===== src/rtl/regfile_pkg.sv =====
// rtl/regfile_pkg.sv - shared constants for the register-file writeback arbiter
package regfile_pkg;

  // Default architectural register count and datapath width
  localparam int DEFAULT_COUNT     = 32;
  localparam int DEFAULT_BUS_WIDTH = 32;

  // Hard-wired $zero register address; writes to it are consumed but never issued
  localparam int REG_ZERO = 0;

  // Writeback source indices, also the encoding of the round-robin last-grant register
  localparam logic SRC_EX = 1'b0;
  localparam logic SRC_MC = 1'b1;

endpackage


===== src/rtl/rf_wb_buffer.sv =====
// rtl/rf_wb_buffer.sv - one-entry writeback holding buffer with valid/ready intake
module rf_wb_buffer #(
  parameter int ADDR_WIDTH = 5,
  parameter int BUS_WIDTH  = 32
) (
  input  logic                  clk,
  input  logic                  rst_n,
  input  logic                  in_valid_i,
  input  logic [ADDR_WIDTH-1:0] in_addr_i,
  input  logic [BUS_WIDTH-1:0]  in_data_i,
  output logic                  in_ready_o,
  input  logic                  release_i,
  output logic                  valid_o,
  output logic [ADDR_WIDTH-1:0] addr_o,
  output logic [BUS_WIDTH-1:0]  data_o
);

  logic                  valid_q, valid_d;
  logic [ADDR_WIDTH-1:0] addr_q, addr_d;
  logic [BUS_WIDTH-1:0]  data_q, data_d;
  logic                  accept;

  // Ready when empty, or when the current entry is leaving this cycle; release_i
  // comes from registered state only, so ready never depends on in_valid_i.
  assign in_ready_o = ~valid_q | release_i;
  assign accept     = in_valid_i & in_ready_o;

  // Next-state: a new capture wins over a release so a same-cycle refill keeps the entry valid
  always_comb begin
    valid_d = valid_q;
    addr_d  = addr_q;
    data_d  = data_q;
    if (accept) begin
      valid_d = 1'b1;
      addr_d  = in_addr_i;
      data_d  = in_data_i;
    end else if (release_i) begin
      valid_d = 1'b0;
    end
  end

  // Entry registers; reset discards whatever was held
  always_ff @(posedge clk) begin
    if (!rst_n) begin
      valid_q <= 1'b0;
      addr_q  <= '0;
      data_q  <= '0;
    end else begin
      valid_q <= valid_d;
      addr_q  <= addr_d;
      data_q  <= data_d;
    end
  end

  assign valid_o = valid_q;
  assign addr_o  = addr_q;
  assign data_o  = data_q;

endmodule


===== src/rtl/regfile_write_arbiter.sv =====
// rtl/regfile_write_arbiter.sv - round-robin share of the register-file write port with RAW hazard flags
module regfile_write_arbiter
  import regfile_pkg::*;
#(
  parameter  int COUNT      = DEFAULT_COUNT,
  parameter  int BUS_WIDTH  = DEFAULT_BUS_WIDTH,
  localparam int ADDR_WIDTH = $clog2(COUNT)
) (
  input  logic                  clk,
  input  logic                  rst_n,
  input  logic                  src0_valid,
  input  logic [ADDR_WIDTH-1:0] src0_addr,
  input  logic [BUS_WIDTH-1:0]  src0_data,
  output logic                  src0_ready,
  input  logic                  src1_valid,
  input  logic [ADDR_WIDTH-1:0] src1_addr,
  input  logic [BUS_WIDTH-1:0]  src1_data,
  output logic                  src1_ready,
  output logic                  rf_wr_en,
  output logic [ADDR_WIDTH-1:0] rf_write_addr,
  output logic [BUS_WIDTH-1:0]  rf_data_in,
  input  logic [ADDR_WIDTH-1:0] read_addr1,
  input  logic [ADDR_WIDTH-1:0] read_addr2,
  output logic                  hazard1,
  output logic                  hazard2,
  output logic                  busy
);

  localparam logic [ADDR_WIDTH-1:0] ZERO_ADDR = ADDR_WIDTH'(REG_ZERO);

  logic                  buf0_valid, buf1_valid;
  logic [ADDR_WIDTH-1:0] buf0_addr, buf1_addr;
  logic [BUS_WIDTH-1:0]  buf0_data, buf1_data;
  logic                  grant0, grant1;

  logic                  last_grant_q, last_grant_d;
  logic                  wr_en_q, wr_en_d;
  logic [ADDR_WIDTH-1:0] wr_addr_q, wr_addr_d;
  logic [BUS_WIDTH-1:0]  wr_data_q, wr_data_d;

  rf_wb_buffer #(
    .ADDR_WIDTH(ADDR_WIDTH),
    .BUS_WIDTH (BUS_WIDTH)
  ) u_buf_ex (
    .clk       (clk),
    .rst_n     (rst_n),
    .in_valid_i(src0_valid),
    .in_addr_i (src0_addr),
    .in_data_i (src0_data),
    .in_ready_o(src0_ready),
    .release_i (grant0),
    .valid_o   (buf0_valid),
    .addr_o    (buf0_addr),
    .data_o    (buf0_data)
  );

  rf_wb_buffer #(
    .ADDR_WIDTH(ADDR_WIDTH),
    .BUS_WIDTH (BUS_WIDTH)
  ) u_buf_mc (
    .clk       (clk),
    .rst_n     (rst_n),
    .in_valid_i(src1_valid),
    .in_addr_i (src1_addr),
    .in_data_i (src1_data),
    .in_ready_o(src1_ready),
    .release_i (grant1),
    .valid_o   (buf1_valid),
    .addr_o    (buf1_addr),
    .data_o    (buf1_data)
  );

  // Round-robin grant from registered buffer state: a lone buffer always wins,
  // on contention the source that was not granted last goes first.
  always_comb begin
    grant0 = buf0_valid & (~buf1_valid | (last_grant_q == SRC_MC));
    grant1 = buf1_valid & (~buf0_valid | (last_grant_q == SRC_EX));
  end

  // Issue next-state: $zero writes drain the buffer and advance round-robin but never assert wr_en
  always_comb begin
    last_grant_d = last_grant_q;
    wr_en_d      = 1'b0;
    wr_addr_d    = wr_addr_q;
    wr_data_d    = wr_data_q;
    if (grant0) begin
      last_grant_d = SRC_EX;
      wr_en_d      = (buf0_addr != ZERO_ADDR);
      wr_addr_d    = buf0_addr;
      wr_data_d    = buf0_data;
    end else if (grant1) begin
      last_grant_d = SRC_MC;
      wr_en_d      = (buf1_addr != ZERO_ADDR);
      wr_addr_d    = buf1_addr;
      wr_data_d    = buf1_data;
    end
  end

  // Registered write-port drives; reset primes last_grant so src0 wins the first contention
  always_ff @(posedge clk) begin
    if (!rst_n) begin
      last_grant_q <= SRC_MC;
      wr_en_q      <= 1'b0;
      wr_addr_q    <= '0;
      wr_data_q    <= '0;
    end else begin
      last_grant_q <= last_grant_d;
      wr_en_q      <= wr_en_d;
      wr_addr_q    <= wr_addr_d;
      wr_data_q    <= wr_data_d;
    end
  end

  assign rf_wr_en      = wr_en_q;
  assign rf_write_addr = wr_addr_q;
  assign rf_data_in    = wr_data_q;

  // A read address is hazardous while any buffered or in-flight write targets it;
  // requests arriving this cycle are deliberately not looked at.
  function automatic logic write_pending(
    input logic [ADDR_WIDTH-1:0] ra,
    input logic                  v0,
    input logic [ADDR_WIDTH-1:0] a0,
    input logic                  v1,
    input logic [ADDR_WIDTH-1:0] a1,
    input logic                  vw,
    input logic [ADDR_WIDTH-1:0] aw
  );
    return (ra != ZERO_ADDR) &
           ((v0 & (a0 == ra)) | (v1 & (a1 == ra)) | (vw & (aw == ra)));
  endfunction

  // Hazard flags for the two decode read ports
  always_comb begin
    hazard1 = write_pending(read_addr1, buf0_valid, buf0_addr, buf1_valid, buf1_addr,
                            wr_en_q, wr_addr_q);
    hazard2 = write_pending(read_addr2, buf0_valid, buf0_addr, buf1_valid, buf1_addr,
                            wr_en_q, wr_addr_q);
  end

  assign busy = buf0_valid | buf1_valid | wr_en_q;

endmodule


===== config.mk =====
export PLATFORM = sky130hd
export DESIGN_NAME = regfile_write_arbiter
export DESIGN_NICKNAME = d
export VERILOG_FILES = /design/src/rtl/regfile_pkg.sv /design/src/rtl/rf_wb_buffer.sv /design/src/rtl/regfile_write_arbiter.sv
export SDC_FILE = /design/constraint.sdc
export NUM_CORES = 1
export LEC_CHECK = 0
export ABC_AREA = 1
export CORE_MARGIN = 1
export CORE_UTILIZATION = 40
export DETAILED_ROUTE_END_ITERATION = 16
export GPL_ROUTABILITY_DRIVEN = 0
export MAX_ROUTING_LAYER = met4
export PLACE_DENSITY = 0.63
export SLEW_MARGIN = 20
export SYNTH_ARGS = -nofsm -noshare
export SYNTH_HDL_FRONTEND = slang
export SYNTH_HIERARCHICAL = 1
export SYNTH_SLANG_ARGS = --single-unit

===== constraint.sdc =====
create_clock -name clk -period 3.71 [get_ports clk]
set_input_delay 0.742 -clock clk [delete_from_list [all_inputs] [get_ports clk]]
set_output_delay 0.742 -clock clk [all_outputs]
set_load 0.05 [all_outputs]

After elaboration in Yosys (flattened, before gate mapping) --
Cells that the tools add are included.
Storage, ports and cells: bits in registers 115, bits in read-only memories 0, memories kept 0, memory bits (writable) 0, word-level logic and storage cells 60, bits in latches 0
Cells by class: magnitude comparators 0, eq/ne operators 6, reductions and logical operators 7, shift-type cells 0, div/mod/pow operators 0, $mul 0, bitwise logic cells 25, multiplexer cells 12, $add $sub $neg 0
Operators with widths (number):
- $mux 32 | 2
- $eq 5x5->1 | 6
- $reduce_bool 5->1 | 4
- $and 1x1->1 | 12
- $mux 5 | 2
- $or 1x1->1 | 10
- $mux 1 | 8
- $reduce_bool 2->1 | 3
- $not 1->1 | 3

Longest topological paths before layout --
word-level depth 6, mapped depth 11, mapped depth without buffers 8

Modules after synthesis --
The synthesis kept the hierarchy.
Modules (own cells, without submodules):
- rf_wb_buffer | area an instance 1806.7 um^2, instances 2, cells an instance 247
- regfile_write_arbiter | area an instance 2198.4 um^2, instances 1, cells an instance 379

Worst setup path after synthesis --
OpenSTA, ideal clock, no wires.
path kind register to output, start register wr_addr_q[0] (netlist: rf_write_addr[0]), end output hazard2, cell stages (with the launch flop) 9, buffers on the path 0, setup slack 1.479 ns, arrival time 1.489 ns, path through dfxtp_1 > inv_1 > nand2_1 > o21ai_0 > nor2_1 > nand3_1 > nand3_1 > nand2_1 > inv_1
Between the ends: longest elaborated chain between the ends 4
Ends and longest elaborated chain:
- start: declaration | line regfile_write_arbiter.sv:38 | logic [ADDR_WIDTH-1:0] wr_addr_q, wr_addr_d;
- start signal: assignment | line regfile_write_arbiter.sv:109 | wr_addr_q <= wr_addr_d;
- $eq 5x5->1 | line regfile_write_arbiter.sv:130 | ((v0 & (a0 == ra)) | (v1 & (a1 == ra)) | (vw & (aw == ra)));
- $and 1x1->1 | line regfile_write_arbiter.sv:130
- $or 1x1->1 | line regfile_write_arbiter.sv:130
- $and 1x1->1 | line regfile_write_arbiter.sv:129 | return (ra != ZERO_ADDR) &
- end: declaration | line regfile_write_arbiter.sv:25 | output logic hazard2,
No other way between the ends.

Worst setup path after layout --
start register u_buf_mc.valid_q (netlist: u_buf_mc/valid_o), end output busy
Between the ends: longest elaborated chain between the ends 2
Ends and longest elaborated chain:
- start: declaration | line rf_wb_buffer.sv:18 | logic valid_q, valid_d;
- start signal: assignment | line rf_wb_buffer.sv:49 | valid_q <= valid_d;
- $or 1x1->1 (2 in a row) | line regfile_write_arbiter.sv:141 | assign busy = buf0_valid | buf1_valid | wr_en_q;
- end: declaration | line regfile_write_arbiter.sv:26 | output logic busy
No other way between the ends.

==> impl_metrics.json <==
{
  "r2r_start": "u_buf_mc/valid_o$_SDFFE_PN0P_",
  "antenna_found_initial": 0,
  "setup_viol": 0,
  "rsz0062_at_grt": "no",
  "pwr-share-seq_pct": 37.8,
  "place_area_sq_mm": 0.00704,
  "wl_mm": 15.9,
  "fillCellCount": 1405,
  "fmaxAchievable_ghz": 0.351,
  "netlist.area_leader.share_pct": 39.6,
  "initial_core_util_pct": 41.4,
  "fin_nets": 1066,
  "cp-end-kind": "output port",
  "dpl.cell_count": 1139,
  "vias_per_cell": 4.89,
  "swShare_pct": 28.3,
  "final_cells": 1170,
  "cts.sinks": 115,
  "fin_crit_ns": 2.85,
  "tns_ns": 0,
  "detail_route.first_pass.iterations": 6,
  "clockRootBuffer": "clkbuf_16",
  "netlist_area_sq_mm": 0.00581,
  "overflow": 0,
  "synth_nets": 961,
  "finalMaxSlewViolations": 0,
  "wl_per_cell_um": 13.6,
  "clock_skew_ns": 0.00616,
  "p_clk_share_pct": 43.1,
  "dieArea_sq_mm": 0.0150,
  "cts_buffers": 17,
  "clk_pin_slew_ns": 0.05,
  "grt_pass1_wl_mm": 25.2,
  "crit_arrival_ns": 2.11,
  "ant_nets": 0,
  "port_buffers": 130,
  "ctsHoldBuffers": 0,
  "p_int_mw": 2.69,
  "mostFrequentLayoutCells": "nand2_1 (270), clkdlybuf4s50_1 (123), dfxtp_1 (115)",
  "relSlewSlack_pct": 38.0,
  "post-dp-hpwl_mm": 10.9,
  "hold_viol": 0,
  "crit_fanout": 6,
  "startpoint_type": "register",
  "synth_area_leaders": "dfxtp_1 (40%), nand2_1 (17%), nand3_1 (8.3%)",
  "tightestPinTransition_ns": 0.930,
  "htree_levels": 4,
  "diodes": 0,
  "vias": 5716,
  "clkLatencyLatePin_ns": 0.41,
  "p_per_area_mw_per_mm2": 491,
  "startpoint": "u_buf_mc/valid_o$_SDFFE_PN0P_",
  "drive_above_1_share_pct": 9.80,
  "vdd_drop_max_mv": 0.318,
  "period_share_pct": 76.9,
  "core_area_sq_mm": 0.0140,
  "postLayoutCellArea_sq_mm": 0.00764,
  "synthDistinctLibCells": 24,
  "layout_commonest_cell": "nand2_1",
  "cp.required_ns": 2.97,
  "ctsResizeCount": 0,
  "ys_seq_area_share_pct": 39.6,
  "clockBufferDepth": 2,
  "die_x_um": 123,
  "fp.dieH_um": 123,
  "grt_use_total_pct": 22.7,
  "ys_ff_latch": 115,
  "rows": 43,
  "yosys_warnings": 6,
  "syn_to_final_growth_pct": 31.4,
  "cts_tree": "yes",
  "outcome": "finished clean",
  "pin_count": 131,
  "grt_start_max_net_pins": 90,
  "cap_violations": 0,
  "drt_iter0_markers": 439,
  "netlist.top_cell.by_area": "dfxtp_1",
  "drc": 0,
  "pwr-share-comb_pct": 19.1,
  "cts_setup_buffers": 0,
  "hold_class": "register to register",
  "avgSynthCellArea_sq_um": 6.66,
  "critical_path_class": "register to output port",
  "min_from": "last_grant_q$_SDFFE_PN1P_",
  "p_leak_nw": 3.59,
  "power_switching_mw": 1.06,
  "grt_pass1_vias": 5255,
  "synth_cells": 873
}
==> Yosys cell counts, drive strengths merged <==
| master | count |
|---|---|
| a21boi | 2 |
| inv | 118 |
| clkinv | 1 |
| a21oi | 78 |
| nand4 | 1 |
| dfxtp | 115 |
| o221ai | 2 |
| o22ai | 2 |
| o31ai | 1 |
| nor3 | 2 |
| nand2 | 272 |
| buf | 46 |
| or2 | 1 |
| clkbuf | 7 |
| o21ai | 5 |
| a31oi | 22 |
| nor2 | 102 |
| nand3 | 96 |
==> flip-flops by register name (all words and copies together), names as in the netlist <==
name              cells
u_buf_ex/addr_o       5
u_buf_mc/data_o      32
rf_write_addr         5
u_buf_mc/addr_o       5
last_grant_q          1
u_buf_ex/valid_o      1
rf_data_in           32
rf_wr_en              1
u_buf_mc/valid_o      1
u_buf_ex/data_o      32
==> final timing paths <==
kind / slack, ns / endpoint / depth (start not counted)
worst min-delay path: 0.48 / last_grant_q$_SDFFE_PN1P_ / 2
worst max register to register: 1.61 / u_buf_mc/data_o[14]$_SDFFE_PN0P_ / 8
worst max-delay path: 0.86 / busy / 4
worst min register to register: 0.48 / last_grant_q$_SDFFE_PN1P_ / 2
==> layer usage <==
layer / routed length [um] / share of wire, % / GRT usage, % / vias to the layer above
met5: 0 / 0 / - / -
met2: 7840 / 49 / 37.9 / 178
met1: 6640 / 42 / 25.2 / 2581
li1: - / - / - / 2928
met3: 960 / 6.0 / 6.23 / 29
met4: 448 / 2.8 / 10.3 / 0
==> stage by stage <==
step / power, mW / hold slack, ns / utilization [%] / setup slack, ns
finish: 3.75 / 0.478 / 54.4 / 0.857
global route: 3.93 / 0.494 / 54.4 / 0.737
CTS: 3.79 / 0.479 / 54.4 / 0.839
detailed placement: 2.16 / 0.466 / 50.1 / 0.903
global placement: 2.16 / 0.461 / 50.1 / 0.890
floorplan: 1.92 / 0.444 / - / 1.48
==> power groups by stage <==
stage          clock network, mW  registers, mW  logic [mW]
3_5_place_dp                   0           1.44       0.720
5_1_grt                     1.71           1.43       0.792
4_1_cts                     1.64           1.42       0.723
2_1_floorplan                  0           1.52       0.401
6_report                    1.62           1.42       0.719
3_3_place_gp                   0           1.44       0.717
==> area by class of cell <==
type	count	area, sq um	share of cell area (%)
flip-flops and latches	115	2300	30.1
well taps	180	225	2.95
inverters	119	447	5.85
clock inverters	9	103	1.34
repair buffers	139	1390	18.2
multi-input cells	586	2670	35.0
clock buffers	22	494	6.47
==> cell families after synthesis <==
kind of cell | share of synthesized area [%]
AND/OR/NAND/NOR | 32.9
buffers and inverters | 14.5
AO/OA/AOI/OAI | 13.0
flip-flops | 39.6
==> critical path: stages, from the launching register on <==
cell             delay, ns
dfxtp_1               0.49
nor2_2                0.08
inv_1                 0.19
or2_2                 0.15
clkdlybuf4s50_1       0.78
Note: power is estimated with default switching activity, not from simulation.
